## config.mk

```make
export PLATFORM = sky130hd
export DESIGN_NAME = ycbcr2rgb_flat
export DESIGN_NICKNAME = d
export VERILOG_FILES = /design/src/rtl/ycbcr_pkg.sv /design/src/rtl/ycbcr2rgb_if.sv /design/src/rtl/ycbcr_sat.sv /design/src/rtl/ycbcr2rgb.sv /design/src/flat_wrapper.sv
export SDC_FILE = /design/constraint.sdc
export NUM_CORES = 1
export LEC_CHECK = 0
export CAP_MARGIN = 10
export CORE_MARGIN = 4
export CORE_UTILIZATION = 40
export CTS_CLUSTER_SIZE = 8
export DETAILED_ROUTE_END_ITERATION = 12
export PLACE_DENSITY = 0.64
export SETUP_SLACK_MARGIN = 0.2
export SKIP_CTS_REPAIR_TIMING = 1
export SYNTH_ARGS = -nofsm -noshare
export SYNTH_HDL_FRONTEND = slang
export SYNTH_SLANG_ARGS = --single-unit
```

## constraint.sdc

```tcl
create_clock -name clk -period 5.25 [get_ports clk]
set_input_delay 0.7875 -clock clk [delete_from_list [all_inputs] [get_ports clk]]
set_output_delay 0.7875 -clock clk [all_outputs]
set_load 0.05 [all_outputs]
```

## src/rtl/ycbcr_pkg.sv

```systemverilog
// Shared constants and types for the full-range BT.709 YCbCr to RGB converter.
// Coefficients are Q12 signed; widths sized so no intermediate can overflow.
package ycbcr_pkg;

    localparam int FRAC_BITS = 12;
    localparam int PROD_W    = 22;
    localparam int SUM_W     = 24;

    localparam logic signed [PROD_W-1:0] KRV = 22'sd6450;  // 1.5748
    localparam logic signed [PROD_W-1:0] KGU = 22'sd767;   // 0.1873
    localparam logic signed [PROD_W-1:0] KGV = 22'sd1917;  // 0.4681
    localparam logic signed [PROD_W-1:0] KBU = 22'sd7601;  // 1.8556

    localparam logic signed [SUM_W-1:0] ROUND = 24'sd2048;

    typedef struct packed {
        logic [7:0] y;
        logic [7:0] cb;
        logic [7:0] cr;
    } pixel_t;

    typedef struct packed {
        logic signed [8:0] y;
        logic signed [8:0] cb;
        logic signed [8:0] cr;
    } centred_t;

    typedef struct packed {
        logic signed [PROD_W-1:0] y_sh;
        logic signed [PROD_W-1:0] krv_cr;
        logic signed [PROD_W-1:0] kgu_cb;
        logic signed [PROD_W-1:0] kgv_cr;
        logic signed [PROD_W-1:0] kbu_cb;
    } prod_t;

endpackage

```

## src/rtl/ycbcr2rgb_if.sv

```systemverilog
// Video stream bundle: YCbCr pixels with syncs in, RGB pixels with aligned syncs out.
// The converter takes the slave view; the pixel source/sink takes the master view.
interface ycbcr2rgb_if;
    logic [23:0] ycbcr_i;
    logic        dv_i;
    logic        hs_i;
    logic        vs_i;
    logic [23:0] rgb_o;
    logic        dv_o;
    logic        hs_o;
    logic        vs_o;
    logic        line_end_o;

    modport slave (
        input  ycbcr_i, dv_i, hs_i, vs_i,
        output rgb_o, dv_o, hs_o, vs_o, line_end_o
    );

    modport master (
        output ycbcr_i, dv_i, hs_i, vs_i,
        input  rgb_o, dv_o, hs_o, vs_o, line_end_o
    );
endinterface

```

## src/rtl/ycbcr_sat.sv

```systemverilog
// Combinational clamp of a signed value to unsigned 8 bits; zero latency, no handshake.
module ycbcr_sat
    import ycbcr_pkg::*;
(
    input  logic signed [SUM_W-1:0] val_i,
    output logic        [7:0]       val_o
);

    always_comb begin
        val_o = val_i[7:0];
        if (val_i[SUM_W-1]) begin
            val_o = 8'h00;
        end else if (|val_i[SUM_W-2:8]) begin
            val_o = 8'hFF;
        end
    end

endmodule

```

## src/rtl/ycbcr2rgb.sv

```systemverilog
// Full-range BT.709 YCbCr to RGB, 3-stage pipeline: 3 clocks latency, one pixel per clock.
// No backpressure: the stream is never stalled, syncs are delayed to stay aligned with rgb_o.
module ycbcr2rgb
    import ycbcr_pkg::*;
#(
    parameter int COLORDEPTH = 8
) (
    input  logic          clk,
    input  logic          rst,
    ycbcr2rgb_if.slave    vid
);

    if (COLORDEPTH != 8) begin : g_bad_depth
        $error("ycbcr2rgb: only COLORDEPTH=8 is supported");
    end

    pixel_t   px;
    centred_t s1_d, s1_q;
    prod_t    s2_d, s2_q;
    logic [23:0] rgb_d, rgb_q;
    logic [2:0]  dv_sr_d, dv_sr_q;
    logic [2:0]  hs_sr_d, hs_sr_q;
    logic [2:0]  vs_sr_d, vs_sr_q;
    logic        line_end_d, line_end_q;

    logic signed [SUM_W-1:0] r_sum, g_sum, b_sum;
    logic signed [SUM_W-1:0] r_shf, g_shf, b_shf;
    logic [7:0] r8, g8, b8;

    assign px = vid.ycbcr_i;

    // Blanking pixels enter as zero so idle output is black.
    always_comb begin
        s1_d = '0;
        if (vid.dv_i) begin
            s1_d.y  = $signed({1'b0, px.y});
            s1_d.cb = $signed({1'b0, px.cb}) - 9'sd128;
            s1_d.cr = $signed({1'b0, px.cr}) - 9'sd128;
        end
    end

    always_comb begin
        s2_d        = '0;
        s2_d.y_sh   = PROD_W'(s1_q.y) <<< FRAC_BITS;
        s2_d.krv_cr = KRV * PROD_W'(s1_q.cr);
        s2_d.kgu_cb = KGU * PROD_W'(s1_q.cb);
        s2_d.kgv_cr = KGV * PROD_W'(s1_q.cr);
        s2_d.kbu_cb = KBU * PROD_W'(s1_q.cb);
    end

    always_comb begin
        r_sum = SUM_W'(s2_q.y_sh) + SUM_W'(s2_q.krv_cr) + ROUND;
        g_sum = SUM_W'(s2_q.y_sh) - SUM_W'(s2_q.kgu_cb) - SUM_W'(s2_q.kgv_cr) + ROUND;
        b_sum = SUM_W'(s2_q.y_sh) + SUM_W'(s2_q.kbu_cb) + ROUND;
        r_shf = r_sum >>> FRAC_BITS;
        g_shf = g_sum >>> FRAC_BITS;
        b_shf = b_sum >>> FRAC_BITS;
    end

    ycbcr_sat u_sat_r (.val_i(r_shf), .val_o(r8));
    ycbcr_sat u_sat_g (.val_i(g_shf), .val_o(g8));
    ycbcr_sat u_sat_b (.val_i(b_shf), .val_o(b8));

    // line_end fires as dv_o falls, so it lands in the first blank output cycle.
    always_comb begin
        rgb_d      = {r8, g8, b8};
        dv_sr_d    = {dv_sr_q[1:0], vid.dv_i};
        hs_sr_d    = {hs_sr_q[1:0], vid.hs_i};
        vs_sr_d    = {vs_sr_q[1:0], vid.vs_i};
        line_end_d = dv_sr_q[2] & ~dv_sr_q[1];
    end

    always_ff @(posedge clk or negedge rst) begin
        if (!rst) begin
            s1_q       <= '0;
            s2_q       <= '0;
            rgb_q      <= '0;
            dv_sr_q    <= '0;
            hs_sr_q    <= '0;
            vs_sr_q    <= '0;
            line_end_q <= 1'b0;
        end else begin
            s1_q       <= s1_d;
            s2_q       <= s2_d;
            rgb_q      <= rgb_d;
            dv_sr_q    <= dv_sr_d;
            hs_sr_q    <= hs_sr_d;
            vs_sr_q    <= vs_sr_d;
            line_end_q <= line_end_d;
        end
    end

    assign vid.rgb_o      = rgb_q;
    assign vid.dv_o       = dv_sr_q[2];
    assign vid.hs_o       = hs_sr_q[2];
    assign vid.vs_o       = vs_sr_q[2];
    assign vid.line_end_o = line_end_q;

endmodule

```

## src/flat_wrapper.sv

```systemverilog
// flat-port wrapper written by rule: the top's interface ports become plain ports
module ycbcr2rgb_flat import ycbcr_pkg::*;
#(
    parameter int COLORDEPTH = 8
)
  (clk, rst, vid_ycbcr_i, vid_dv_i, vid_hs_i, vid_vs_i, vid_rgb_o, vid_dv_o, vid_hs_o, vid_vs_o, vid_line_end_o);
  ycbcr2rgb_if vid_i ();
  input  logic clk;
  input  logic rst;
  input wire logic [$bits(vid_i.ycbcr_i)-1:0] vid_ycbcr_i;
  input wire logic [$bits(vid_i.dv_i)-1:0] vid_dv_i;
  input wire logic [$bits(vid_i.hs_i)-1:0] vid_hs_i;
  input wire logic [$bits(vid_i.vs_i)-1:0] vid_vs_i;
  output wire logic [$bits(vid_i.rgb_o)-1:0] vid_rgb_o;
  output wire logic [$bits(vid_i.dv_o)-1:0] vid_dv_o;
  output wire logic [$bits(vid_i.hs_o)-1:0] vid_hs_o;
  output wire logic [$bits(vid_i.vs_o)-1:0] vid_vs_o;
  output wire logic [$bits(vid_i.line_end_o)-1:0] vid_line_end_o;
  assign vid_i.ycbcr_i = vid_ycbcr_i;
  assign vid_i.dv_i = vid_dv_i;
  assign vid_i.hs_i = vid_hs_i;
  assign vid_i.vs_i = vid_vs_i;
  assign vid_rgb_o = vid_i.rgb_o;
  assign vid_dv_o = vid_i.dv_o;
  assign vid_hs_o = vid_i.hs_o;
  assign vid_vs_o = vid_i.vs_o;
  assign vid_line_end_o = vid_i.line_end_o;
  ycbcr2rgb #(.COLORDEPTH(COLORDEPTH)) u_core (.clk(clk), .rst(rst), .vid(vid_i));
endmodule
```

* Word level (Yosys, flattened, before mapping) *
Index checks and enable logic that the tools add are counted.

operators by class
  add/sub/neg operators = 9
  multipliers = 4
  divide/modulo/power cells = 0
  $lt $le $gt $ge = 0
  equality and inequality tests = 0
  shift-type cells = 0
  mux-type cells = 7
  bitwise gates (word level) = 2
  reduce and logical (&&, ||, !) cells = 3

operators by type and width
  operator                  count
  $add A24 B13 Y24 const B  3
  $mux W8                   6
  $add A21 B22 Y23          2
  $mux W26                  1
  $sub A22 B21 Y23          1
  $mul A14 B9 Y22 const A   1
  $sub A21 B20 Y22          1
  $mul A12 B9 Y21 const A   1
  $mul A13 B9 Y21 const A   1
  $mul A11 B9 Y20 const A   1
  $sub A8 B8 Y9 const B     2
  $reduce_or A4 Y1          3
  $and A1 B1 Y1             1
  $not A1 Y1                1

word-level totals
  register bits after elaboration = 152
  bits in latches = 0
  RAM bits = 0
  bits in read-only memories = 0
  output and inout bits = 28
  memories kept = 0

* Logic depth before layout (Yosys ltp) *
  depth in word-level cells = 6
  depth in mapped cells = 21
  gate-level depth less buffers = 21

* By module *
A second synthesis with hierarchy kept.

second synthesis, totals
  cells, all modules = 1290
  area, all modules = 13121.3 um2

modules (own cells, without submodules)
  module     times used  cells each  area an instance (um2)
  ycbcr2rgb  1           1221        12513.3
  ycbcr_sat  3           23          202.7

* Worst setup path after synthesis *
No wires, ideal clock.

  kind = reg-to-reg
  start = reg u_core.s1_q[3] (netlist bit)
  end = reg, netlist name u_core.s2_q[42]
  setup time = 0.069 ns
  arrival time = 5.145 ns
  slack = 0.036 ns
  cell stages (with the launch flop) = 18
  buffers on the path = 0
  clock period less this slack = 5.214 ns
  cells stage by stage = dfrtp_1 -> fa_1 -> inv_1 -> fa_1 -> inv_1 -> fa_1 -> fa_1 -> fa_1 -> ha_1 -> nor2b_1 -> o21ai_0 -> a21boi_0 -> o21ai_0 -> a21boi_0 -> o2111ai_1 -> a31oi_1 -> or4b_2 -> nand3_1

RTL lines
  what                      RTL line         source
  start: declaration        ycbcr2rgb.sv:18  centred_t s1_d, s1_q;
  start signal: assignment  ycbcr2rgb.sv:75  s1_q <= '0;
  start signal: assignment  ycbcr2rgb.sv:83  s1_q <= s1_d;

==> flow_metrics.tcl <==
set metrics [dict create \
    status "finished, final reports clean" \
    crit-reg2reg-launch "u_core.s1_q[3]$_DFF_PN0_" \
    yosysSeqAreaShare_pct 24.4 \
    worst_slack_ns 0.369 \
    syn_to_final_growth_pct 15.5 \
    startpoint_type "flop" \
    insertion_delay_ns 0.43 \
    worstMarginPinSlew_ns 0.862 \
    antenna_found_initial 0 \
    synthAdderAreaFrac_pct 41.9 \
    muxShareOfSynthArea_pct 0.293 \
    route.detailed.drc 0 \
    drt_wl_total_mm 27.2 \
    cp.depth 16 \
    ys_async_sr_fraction_pct 100 \
    syn_area_per_cell_sq_um 10.0 \
    dieArea_sq_um 36100 \
    netlist_area_sq_um 13200 \
    hp-start "u_core.s1_q[24]$_DFF_PN0_" \
    hold_violations 0 \
    vias 9110 \
    wl_per_cell_um 14.5 \
    dp.cells 1830 \
    fillers 2994 \
    cp_common_cell "fa_1" \
    critPathCaptureType "flop" \
    core_sq_um 32600 \
    grt_max_degree 86 \
    dpl_worst_slack_ns 0.0960 \
    slew_violations 0 \
    root_buffer "clkbuf_16" \
    worst_slew_margin_rel_pct 42.4 \
    grt_pass1_wl_mm 46.0 \
    holdWs_ns 0.339 \
    timing.fmax_mhz 205 \
    die_y_um 190 \
    crit_buf_inv 1 \
    grt_pass1_vias 9307 \
    critPathMaxFanout 2 \
    synthCells 1321 \
    fin_crit_sh_pct 93.0 \
    synth_edf_count 0 \
    max_stage_delay_ns 0.58 \
    required_ns 5.61 \
    gp_congestion 0.862 \
    ys.flop_type "dfrtp_1" \
    cts_sinks 129 \
    via_per_inst 4.87 \
    drive_above_1_share_pct 9.24 \
    die_x_um 190 \
    clk_pin_slew_ns 0.07 \
    worstSetupStartpoint "u_core.s1_q[3]$_DFF_PN0_" \
    powerDensity_nw_per_um2 511 \
    firstDrtPassIters 5 \
    clock_skew_ns 0.0109 \
    finalSetupViolations 0 \
    arrival_ns 5.24 \
    p_leak_nw 7.95 \
    cap_violations 0 \
    rsz0062_at_grt "true" \
    fin_crit_ns 4.88 \
    drt_iter0_drc 429 \
    fin_cells 1871 \
    cp_cell_sequence "fa_2 -> inv_1 -> ha_1 -> fa_1 -> fa_1 -> fa_1 -> ha_1 -> nor2b_1 -> o21ai_1 -> a21boi_2 -> o21ai_2 -> a21boi_2 -> o2111ai_2 -> a31oi_2 -> or4b_4 -> nand3_1" \
    final_nets 1824 \
    track_usage_pct 15.9 \
    synth_compound_area_share_pct 10.3 \
    ys.warnings.count 0 \
    crit_slowest_cell "fa_2" \
    antennaDiodeCount 0 \
    synth_xor_area_share_pct 5.09 \
    cts_buffer_depth 2 \
    r2r_cells 16 \
    synth-simple-area-share_pct 10.1 \
    syn-num-nets 1729 \
    ys_ff_latch 129 \
    finalSetupTns_ns 0 \
    hold_path_depth 0 \
    crit_type "flop to flop" \
    cts.htree.levels 4 \
    ys_types 72 \
    io_pins 57 \
    hpwl_mm 22.5 \
    min_path_type "flop to flop" \
    portBuffers 56 \
    synth_top_family_by_area "adder cells" \
    critPathTopFamily "adder cells" \
    fin_util_pct 46.9 \
    postRouteAntennaNets 0 \
    fp-row-count 66 \
    cts_tree "built" \
    numCtsBuffers 17 \
    start_util_pct 40.6 \
    gr-total-overflow 0 \
    ir_drop_uv 376 \
]
==> cell type report <==
type	count	area [sq um]	share of cell area, %
multi-input cells	912	9110	59.6
inverters	271	1020	6.65
clock buffers	18	429	2.81
flip-flops and latches	129	3240	21.2
clock inverters	14	155	1.01
repair buffers	85	783	5.12
well taps	442	553	3.62
==> logic make-up (layout without fill, tap and decap cells) <==
family / count (synthesis) / after routing
xor+xnor: 76 / 76
flops: 129 / 129
buf+inv: 280 / 388
simple gates: 250 / 250
fa+ha+maj: 379 / 379
mux: 3 / 3
compound gates: 204 / 204
==> worst register-to-register path: cells and delay by family, from the launching register on <==
family	cells	cell delay (ns)
fa+ha+maj	6	2.69
compound gates	6	0.92
simple gates	3	0.75
flops	1	0.42
buf+inv	1	0.04
==> synth_stat cells (6+ instances only) <==
| master | count | area (sq um) |
|---|---|---|
| nor2b_1 | 10 | 62.6 |
| or3_1 | 6 | 37.5 |
| dfrtp_1 | 129 | 3230 |
| ha_1 | 272 | 3400 |
| a211oi_1 | 8 | 60.1 |
| xnor2_1 | 48 | 420 |
| nand2_1 | 45 | 169 |
| nand3_1 | 18 | 90.1 |
| a21o_1 | 16 | 120 |
| o32ai_1 | 8 | 70.1 |
| xor2_1 | 27 | 236 |
| clkbuf_1 | 7 | 26.3 |
| o21a_1 | 13 | 97.6 |
| or2_2 | 7 | 43.8 |
| o21ai_0 | 40 | 200 |
| nand4_1 | 7 | 43.8 |
| inv_1 | 271 | 1020 |
| fa_1 | 107 | 2140 |
| a21oi_1 | 60 | 300 |
| nor3_1 | 24 | 120 |
| nand2b_1 | 11 | 68.8 |
| and2_1 | 30 | 188 |
| nor2_1 | 54 | 203 |
| o211ai_1 | 7 | 52.6 |
| and3_1 | 11 | 68.8 |
==> worst paths after layout <==
path                                         endpoint  slack [ns]
setup / recovery            u_core.s2_q[42]$_DFF_PN0_        0.37
hold / removal             u_core.s2_q[106]$_DFF_PN0_        0.34
setup reg to reg            u_core.s2_q[42]$_DFF_PN0_        0.37
hold reg to reg            u_core.s2_q[106]$_DFF_PN0_        0.34
max in group asynchronous   u_core.s2_q[78]$_DFF_PN0_        3.80
min in group asynchronous   u_core.s2_q[11]$_DFF_PN0_        0.38
==> stage by stage <==
stage / instance area (sq um) / power, mW
floorplan: 13200 / 5.30
global placement: 14500 / 6.43
detailed placement: 14500 / 6.51
CTS: 15100 / 7.77
global route: 15300 / 8.58
finish: 15300 / 7.81
==> placed cells by master (no fill, tap or decap), types with 13 or more instances in the layout <==
master and n:
nor2_1 54, buf_4 28, a21o_1 16, and2_1 30, ha_1 265, clkbuf_16 17, o21ai_0 36, nand2_1 45
inv_1 262, nand3_1 18, a21oi_1 58, nor3_1 24, dfrtp_1 122, fa_1 101, xor2_1 26, xnor2_1 48
o21a_1 13, clkdlybuf4s50_1 55
==> registers in the layout, indices dropped and copies added (netlist names) <==
register / cells
u_core.s1_q: 24
u_core.vid.rgb_o: 24
u_core.s2_q: 71
u_core.vs_sr_q: 3
u_core.vid.line_end_o: 1
u_core.hs_sr_q: 3
u_core.dv_sr_q: 3
==> power breakdown <==
group | switching, mW | total, mW | internal, mW
Sequential | 0.115 | 1.42 | 1.31
Combinational | 3.02 | 5.19 | 2.17
Clock | 0.485 | 1.19 | 0.707
==> metal layers <==
metal | routed length, um | track usage, % | part of all wire (%) | vias to the layer above
met1 | 13400 | 22.5 | 49 | 4366
li1 | - | - | - | 4582
met5 | 0 | 0 | 0 | -
met2 | 12400 | 26.0 | 46 | 142
met4 | 308 | 3.37 | 1.1 | 0
met3 | 1020 | 2.46 | 3.7 | 20
Power figures use the tool's default switching activity.
==> patch (config.mk and constraints unchanged) <==
`PROD_W`: 22 -> 44.
--- a/src/rtl/ycbcr_pkg.sv
+++ b/src/rtl/ycbcr_pkg.sv
@@ -5,3 +5,3 @@
     localparam int FRAC_BITS = 12;
-    localparam int PROD_W    = 22;
+    localparam int PROD_W    = 44;
     localparam int SUM_W     = 24;
Function: not settled (the Yosys comparison gave no result); the edit may change what the design does.
==> patch against the original RTL <==
Global-route usage decreased by 0.14 points; critical endpoint is now u_core.s2_q[107]; synthesized area decreased by 1.9%; sequential power about the same; non-clock buffer count increased by 22; clock skew decreased by 1.1 ps; synthesized cell count decreased by 2.0%; cell count decreased by 0.80%; hold slack improved by 6.7 ps; sequential cell count increased by 2; design area decreased by 0.43%; critical path type unchanged; wire length decreased by 0.94%; clock power decreased by 9%; setup slack got worse by 190 ps; power decreased by 6.5%.
==> patch: results (changes against the original RTL) <==
| Metric | Value |
|---|---|
| Vias | 8973 (-1.5%) |
| Post-Place Worst Slack | -40.3 ps (-136 ps) |
| Nets@finish | 1815 (-0.49%) |
| Hpwl dp | 21500 µm (-4.4%) |
| Non-clock buffering overhead | 0.0621 (+0.0108) |
| Layout fillers | 2912 (-2.7%) |
| Hold Crit Start | u_core.s1_q[25] |
| Clk tree area frac | 0.0344 (-0.00386) |
| Share of cells above drive strength 1 | 0.106 (+0.0132) |
| Vias in the first global route | 9182 (-1.3%) |
| Metal2 WL | 12100 µm (-2.6%) |
| Status | finished clean |
| Routed length per instance | 14.5 µm (-0.14%) |
| R2r worst-path depth | 18 (+2) |
| Synth cell types | 64 (-11%) |
| Period utilisation layout | 0.966 (+0.0364) |
| Inverters | 286 (+5.5%) |
| Fraction of area in multi-input gates | 0.581 (-0.0148) |
| DRT met1 WL | 13200 µm (-1.7%) |
| FF-to-FF setup slack | 180 ps (-190 ps) |
| Initial drt markers | 353 (-18%) |
| Final instance area | 15200 µm² (-0.43%) |
| Post-synthesis sequential area ratio | 0.252 (+0.00858) |
| GRT met1 Usage | 0.217 (-0.00765) |
| Comb_multi_in | 866 (-5.0%) |
| Bufs w/o clock | 107 (+26%) |
| Seq_cells | 131 (+1.6%) |
| Via density | 4.83 (-0.71%) |
| Worst r2r src | u_core.s1_q[9] |
| Worst R2R End | u_core.s2_q[107] |
| Slew @ Worst Pin | 1070 ps (+212 ps) |
| Met3 wire len | 1010 µm (-0.59%) |
| Maximum vdd drop | 304 µV (-19%) |
| Reg area | 3290 µm² (+1.6%) |
| Hold endpoint | u_core.s2_q[195] |
| All-Layer GR Usage | 0.157 (-0.00135) |
| Met3 Use GR | 0.0328 (+0.00818) |
| Largest cells by area after synthesis | ha_1, dfrtp_1, fa_1 |
| LEAKAGE | 7.99 nW (+0.55%) |
| Worst hold slack | 346 ps (+6.70 ps) |
| Syn Nets | 1701 (-1.6%) |
| Largest net degree at the start of global routing | 90 (+4.7%) |
| Setup Skew | 9.83 ps (-1.07 ps) |
## patch: logic make-up after synthesis
group           Yosys count  share of synthesized area
fa+ha+maj               377                      0.423
buf+inv                 298                     0.0864
simple gates            237                     0.0939
compound gates          180                     0.0947
flops                   131                      0.252
xor+xnor                 68                     0.0459
mux                       4                    0.00318
## patch: worst max-delay path: stages (launching register included)
cell	delay [ps]
dfrtp_1	400
fa_1	570
inv_2	70
fa_1	510
fa_1	500
inv_1	50
fa_1	480
ha_4	300
ha_4	210
nor2b_1	130
o21ai_1	160
a21boi_1	100
o21ai_1	170
a21boi_1	100
o21ai_1	190
a21boi_1	110
o311a_1	390
o41ai_2	370
xnor2_1	110
## patch: power by group
| group | leakage [nW] | internal (W) | total [W] | switching [W] |
|---|---|---|---|---|
| clock | 0.248 | 0.000622 | 0.00108 | 0.000458 |
| sequential | 1.58 | 0.00130 | 0.00142 | 0.000120 |
| combinational | 6.17 | 0.00207 | 0.00479 | 0.00272 |
